### config.mk
export PLATFORM = sky130hd
export DESIGN_NAME = rr_arb4
export DESIGN_NICKNAME = d
export VERILOG_FILES = /design/src/rtl/arb_pkg.sv /design/src/rtl/dec2to4.sv /design/src/rtl/rr_arb4.sv
export SDC_FILE = /design/constraint.sdc
export NUM_CORES = 1
export LEC_CHECK = 0
export CORE_AREA = 2 2 39 41
export CTS_BUF_LIST = sky130_fd_sc_hd__clkbuf_8 sky130_fd_sc_hd__clkbuf_16
export DETAILED_ROUTE_END_ITERATION = 8
export DIE_AREA = 0 0 41 43
export DONT_BUFFER_PORTS = 1
export PLACE_DENSITY = 0.59
export SYNTH_ARGS = -nofsm -noshare
export SYNTH_HDL_FRONTEND = slang
export SYNTH_SLANG_ARGS = --single-unit
export TNS_END_PERCENT = 50
### constraint.sdc
create_clock -name Clock -period 1.19 [get_ports Clock]
set_input_delay 0.119 -clock Clock [delete_from_list [all_inputs] [get_ports Clock]]
set_output_delay 0.119 -clock Clock [all_outputs]
set_load 0.02 [all_outputs]
### src/rtl/arb_pkg.sv
// Shared sizing constants and FSM state encoding for the 4-way round-robin arbiter.
package arb_pkg;

    localparam int NUM_REQ = 4;
    localparam int IDX_W   = 2;

    typedef enum logic [1:0] {
        IDLE = 2'b00,
        BUSY = 2'b01,
        GAP  = 2'b10
    } state_t;

endpackage

### src/rtl/dec2to4.sv
// 2-bit index to 4-bit one-hot decoder with enable; all zeros when disabled.
module dec2to4 (
    input  logic [1:0] idx,
    input  logic       en,
    output logic [3:0] onehot
);

    always_comb begin
        onehot = 4'b0000;
        if (en) begin
            onehot = 4'b0001 << idx;
        end
    end

endmodule

### src/rtl/rr_arb4.sv
// Four-requester round-robin arbiter: IDLE -> BUSY -> GAP FSM with a rotating priority pointer.
// Optional forced release after MAXHOLD busy cycles when RR_ARB4_TIMEOUT_EN is defined.
module rr_arb4
    import arb_pkg::*;
#(
    parameter int MAXHOLD = 16
) (
    input  logic               Clock,
    input  logic               Reset,
    input  logic [NUM_REQ-1:0] R,
    input  logic               Done,
    output logic [NUM_REQ-1:0] G,
    output logic [IDX_W-1:0]   W,
    output logic               Busy,
    output logic               Tmo
);

    if (MAXHOLD < 2 || MAXHOLD > 255) begin : g_bad_maxhold
        $error("rr_arb4: MAXHOLD must be in 2..255");
    end

    state_t             state_q;
    state_t             state_d;
    logic [IDX_W-1:0]   ptr_q;
    logic [IDX_W-1:0]   w_q;
    logic [IDX_W-1:0]   winner;
    logic [IDX_W-1:0]   probe;
    logic               found;
    logic               any_req;
    logic               grant_now;
    logic               owner_release;
    logic               force_tmo;

    assign any_req       = |R;
    assign grant_now     = (state_q == IDLE) && any_req;
    assign owner_release = Done || !R[w_q];

    // First set request found scanning upward from the pointer, wrapping modulo 4.
    always_comb begin
        winner = ptr_q;
        probe  = ptr_q;
        found  = 1'b0;
        for (int i = 0; i < NUM_REQ; i++) begin
            probe = ptr_q + IDX_W'(i);
            if (!found && R[probe]) begin
                winner = probe;
                found  = 1'b1;
            end
        end
    end

`ifdef RR_ARB4_TIMEOUT_EN
    logic [7:0] hold_q;
    logic       tmo_q;

    // Hold counter restarts at each grant, so it reads k on the (k+1)th busy cycle.
    always_ff @(posedge Clock or posedge Reset) begin
        if (Reset) begin
            hold_q <= 8'd0;
        end else if (grant_now) begin
            hold_q <= 8'd0;
        end else if (state_q == BUSY) begin
            hold_q <= hold_q + 8'd1;
        end
    end

    assign force_tmo = (state_q == BUSY) && !owner_release &&
                       (hold_q == 8'(MAXHOLD - 1));

    always_ff @(posedge Clock or posedge Reset) begin
        if (Reset) begin
            tmo_q <= 1'b0;
        end else begin
            tmo_q <= force_tmo;
        end
    end

    assign Tmo = tmo_q;
`else
    assign force_tmo = 1'b0;
    assign Tmo       = 1'b0;
`endif

    always_comb begin
        state_d = state_q;
        case (state_q)
            IDLE: begin
                if (any_req) begin
                    state_d = BUSY;
                end
            end
            BUSY: begin
                if (owner_release || force_tmo) begin
                    state_d = GAP;
                end
            end
            GAP:     state_d = IDLE;
            default: state_d = IDLE;
        endcase
    end

    always_ff @(posedge Clock or posedge Reset) begin
        if (Reset) begin
            state_q <= IDLE;
            ptr_q   <= '0;
            w_q     <= '0;
        end else begin
            state_q <= state_d;
            if (grant_now) begin
                w_q   <= winner;
                ptr_q <= winner + IDX_W'(1);
            end
        end
    end

    assign W    = w_q;
    assign Busy = (state_q == BUSY);

    dec2to4 u_dec (
        .idx    (w_q),
        .en     (Busy),
        .onehot (G)
    );

endmodule

* Word level (Yosys, flattened, before mapping)
Index checks and enable logic that the tools add are counted.
Word-level totals: logic and storage cells 48, register bits 6, input bits 7, output and inout port bits 8
Operators by class: eq/ne operators 3, shifts and indexed selects 1, multiplexer cells 20, reductions and logical operators 12, add/subtract/negate cells 4, order comparisons 5
Operators by type and width (count):
- < comparator 2 x 3 -> 1 bit (second input constant) | 5
- binary-select mux 1 bit (select 2 bit) | 5
- 2-to-1 mux 2 bit | 5
- 2-to-1 mux 1 bit | 8
- adder 2 x 1 -> 2 bit (second input constant) | 2
- adder 2 bit (second input constant) | 2
- logical AND 1 bit | 4
- zero test 1 bit | 4
- 2-to-1 mux 4 bit | 1
- one-hot mux 2 bit (2 select lines) | 1
- OR reduction 4 bit | 1
- << shifter 1 x 2 -> 4 bit (first input constant) | 1
- equality test 2 x 1 -> 1 bit (second input constant) | 1
- zero test 2 bit | 1
- != test 2 x 1 -> 1 bit (second input constant) | 1
- != test 2 bit (second input constant) | 1
- AND reduction 2 bit | 1
- logical OR 1 bit | 1

* Longest topological paths before layout
depth in word-level cells 13, depth in mapped cells 5, depth with buffers taken out 5

* Cells and area by module
From an unflattened synthesis, not the netlist that was laid out.
Unflattened totals: cells, all modules 44, area, all modules 421.7 µm²
By module, submodules not included:
- rr_arb4 | area each 384.1 µm², cells each 40, seq. area each 150.1 µm², instances 1
- dec2to4 | area each 37.5 µm², cells each 4, seq. area each 0.0 µm², instances 1

* Least setup slack after synthesis
Ideal clock, no wire load.
path type register to register, start reg w_q[0] (netlist: W[0]), end reg state_q[0], period minus slack after synthesis 1.381 ns, required time 1.041 ns, slack -0.191 ns, setup time 0.149 ns, buffers on the path 0, data arrival time 1.232 ns, cell stages (with the launch flop) 4, cells stage by stage dfrtp_1 mux4_1 nand2b_1 o21ai_0
Between the ends: longest elaborated chain between the ends 6
RTL lines:
- start: declaration | RTL line rr_arb4.sv:25 | logic [IDX_W-1:0] w_q;
- start signal: assignment | RTL line rr_arb4.sv:110 | w_q <= winner;
- binary-select mux 1 bit (select 2 bit) | RTL line rr_arb4.sv:36 | assign owner_release = Done || !R[w_q];
- 2-to-1 mux 1 bit (implied by the code) | RTL line rr_arb4.sv:36
- zero test 1 bit | RTL line rr_arb4.sv:36
- logical OR 1 bit | RTL line rr_arb4.sv:36
- != test 2 x 1 -> 1 bit (no line)
- AND reduction 2 bit (no line)
- end signal: assignment | RTL line rr_arb4.sv:108 | state_q <= state_d;
- end: declaration | RTL line rr_arb4.sv:22 | state_t state_q;
No other way between the ends. The select of a mux whose other input is x is not followed. A chain may end at the register's enable or synchronous reset.

* Worst setup path in the final report
start reg ptr_q[1], end reg ptr_q[1]
Between the ends: longest elaborated chain between the ends 13, elaborated cells between the ends (all ways) 24, those cells by class add/sub (4); mux (14); reduce/logical (6)
RTL lines:
- start: declaration | RTL line rr_arb4.sv:24 | logic [IDX_W-1:0] ptr_q;
- start signal: assignment | RTL line rr_arb4.sv:111 | ptr_q <= winner + IDX_W'(1);
- parallel branches: the longest is 11 deep, another holds adder 2 x 1 -> 2 bit
- 2-to-1 mux 2 bit * | RTL line rr_arb4.sv:45 | if (!found && R[probe]) begin
- adder 2 x 1 -> 2 bit * | RTL line rr_arb4.sv:111
Every way passes the cells marked *. The select of a mux whose other input is x is not followed.

==> reports/metrics.yaml <==
status:
  outcome: "complete, but fails checks"
  violations: "setup timing"
critical_path:
  required_ns: 1.30
  startpoint: "ptr_q[1]"
  cp_top_family: "flip-flops"
  cp_slowest_stage_delay_ns: 0.45
  cp_cell_sequence: "mux2_4 -> nand2_4 -> and3b_1 -> mux2i_1 -> xnor2_1"
  path_max_fanout: 6
  r2r_start: "ptr_q[1]"
  worst-path-buf-inv: 0
  crit_type: "reg2reg"
  critical_path_arrival_ns: 1.44
  end_kind: "flop"
  slowest_stage: "dfrtp_2"
  startpoint_type: "flop"
drt:
  avgViaCountPerCell: 4.87
  final_antenna_net_count: 0
  met2_wirelength_um: 519
  drt-wirelength-per-cell_um: 13.0
  vias: 380
  drt_iter0_drc: 7
  wl_met1_um: 459
  drt_wl_total_mm: 1.01
  dr_wl_met3_um: 32
  highest_layer: "met3"
  first_pass_iters: 4
  drc: 0
power:
  switchingPower_w: 0.000838
  p_int_w: 0.00118
  ir_drop_mv: 1.51
  finalPower_w: 0.00202
  comb_power_share_pct: 63.2
  clkPwrFrac_pct: 15.9
  powerDensity_nw_per_um2: 2960
  pwr-share-seq_pct: 21.0
  netSwitchingFraction_pct: 41.5
  leakage_nw: 0.316
placement:
  placed_area_sq_um: 538
  dp_cells: 72
  portBuffers: 0
  routabilityCongestion: 0.743
  hpwl_um: 752
synthesis:
  yosysSeqAreaShare_pct: 34.9
  avgSynthCellArea_sq_um: 9.16
  yosysUniqueCellTypes: 22
  yosys_warnings: 0
  syn_inst: 47
  ys_ff_latch: 6
  mappedNetlistNets: 54
  synthesis.area_sq_um: 430
clock_tree:
  htreeDepth: 1
  cts.sinks: 6
  cts_buffers: 3
  cts_tree: "built"
  clk_latency_ns: 0.22
  clkSlewWorstSetupHoldPaths_ns: 0.04
  cts_buffer_depth: 2
  ctsRootBufferMaster: "clkbuf_8"
sta:
  slew_violations: 0
  max_freq_mhz: 752
  min_period_over_period_pct: 112
  rsz0062_at_grt: "true"
  setup-tns-final_ns: -0.536
  fin_ws_ns: -0.140
  fin_skew_ns: 0.00426
  period_needed_ns: 1.33
  hold_viol_final: 0
  setup_viol: 10
floorplan:
  ios: 15
  die_w_um: 41
  die_y_um: 43
  core_area_sq_um: 1380
  start_util_pct: 31.1
  die_area_sq_um: 1760
  rows: 14
finish:
  finalNetCount: 70
  layout-drive-gt1-share_pct: 53.2
  final_area_sq_um: 683
  fin_util_pct: 49.4
  diodes: 0
  area_growth_pct: 58.7
  stdcell_count: 78
grt:
  antenna_found_initial: 0
  grt-ovfl-total: 0
  grt_pass1_vias: 353
  grt_max_degree: 8
  grt_usage_pct: 12.9
  grt_pass1_wl_mm: 1.50
run:
  maxCapViolations: 0
worst_hold_path:
  min_path_type: "in2reg"
  worstHoldStart: "Done"
[cells by family after synthesis]
family                 Yosys count  share of synthesized area, %
XOR/XNOR                         2                          4.07
AO/OA/AOI/OAI                   10                          20.9
flip-flops                       6                          34.9
other                            1                         0.871
buffers and inverters            7                          6.98
AND/OR/NAND/NOR                 18                          21.2
multiplexers                     3                          11.0
[synthesized netlist by cell type]
cell	instances	area share (%)
dfrtp_1	6	35
inv_1	6	5.2
nor2_1	5	4.4
nand2_1	4	3.5
nand2b_1	3	4.4
a21oi_1	2	2.3
a221oi_1	2	4.1
nor3_1	2	2.3
o21ai_0	2	2.3
o32ai_1	2	4.1
xnor2_1	2	4.1
a21o_1	1	1.7
and2_1	1	1.5
and3_1	1	1.5
and3b_1	1	2.0
buf_4	1	1.7
conb_1	1	0.87
mux2_1	1	2.6
mux2i_1	1	2.3
mux4_1	1	6.1
nor3b_1	1	1.7
o41ai_4	1	6.4
[final timing paths]
path                         endpoint  slack [ns]  cells past startpoint
min in group asynchronous    ptr_q[0]        0.25                      2
max                          ptr_q[1]       -0.14                      5
max reg2reg                  ptr_q[1]       -0.14                      5
max in group asynchronous    ptr_q[1]        0.73                      2
min reg2reg                state_q[0]        0.67                      2
min                        state_q[0]        0.15                      2
[layout by cell type, fill, tap and decap left out, types with 2 or more instances in the layout]
cell / Yosys / routed
inv_1: 6 / 5
a21oi_1: 2 / 2
nand2_1: 4 / 3
xnor2_1: 2 / 2
clkbuf_8: 0 / 3
nand2b_1: 3 / 2
dfrtp_1: 6 / 4
buf_4: 1 / 9
nor2_1: 5 / 3
a221oi_2: 0 / 2
nor3_2: 0 / 2
dfrtp_2: 0 / 2
buf_6: 0 / 2
o21ai_1: 0 / 2
[power groups by stage]
stage	Clock [W]	Sequential, W	Combinational, W
after floorplan	0	0.000454	0.000619
after global routing	0.000336	0.000441	0.00138
after detailed placement	0	0.000397	0.00103
final	0.000321	0.000424	0.00128
after CTS	0.000323	0.000396	0.00109
after global placement	0	0.000392	0.00102
[stage by stage]
stage,worst slack (ns),hold slack [ns]
after global routing,-0.219,0.163
after detailed placement,-0.129,-0.0511
final,-0.140,0.149
after global placement,-0.101,-0.0512
after CTS,-0.136,0.143
after floorplan,-0.0730,-0.0902
[sequential cells by signal, summed over array words and instances, names as in the netlist]
name     flops
W            2
state_q      2
ptr_q        2
[per-layer routing]
metal	track usage, %	vias up
li1	-	194
met1	18.4	181
met2	17.8	5
met3	3.14	0
met4	6.00	0
met5	0	-
[final cells by class]
| class | count | area [sq um] |
|---|---|---|
| multi-input cells | 34 | 340 |
| flip-flops and latches | 6 | 153 |
| fillers | 133 | 701 |
| clock inverters | 1 | 3.75 |
| clock buffers | 3 | 41.3 |
| well taps | 16 | 20.0 |
| inverters | 6 | 25.0 |
| repair buffers | 12 | 100 |
[repair_timing]
action                                  4_1_cts  5_1_grt
pin swaps                                     1        3
resized for setup                             6       16
hold endpoints to repair                      6        0
setup buffers                                 0        1
endpoints found under the setup margin        9       11
hold buffers                                  1        0
No activity file was read; power rests on OpenSTA's default activity.
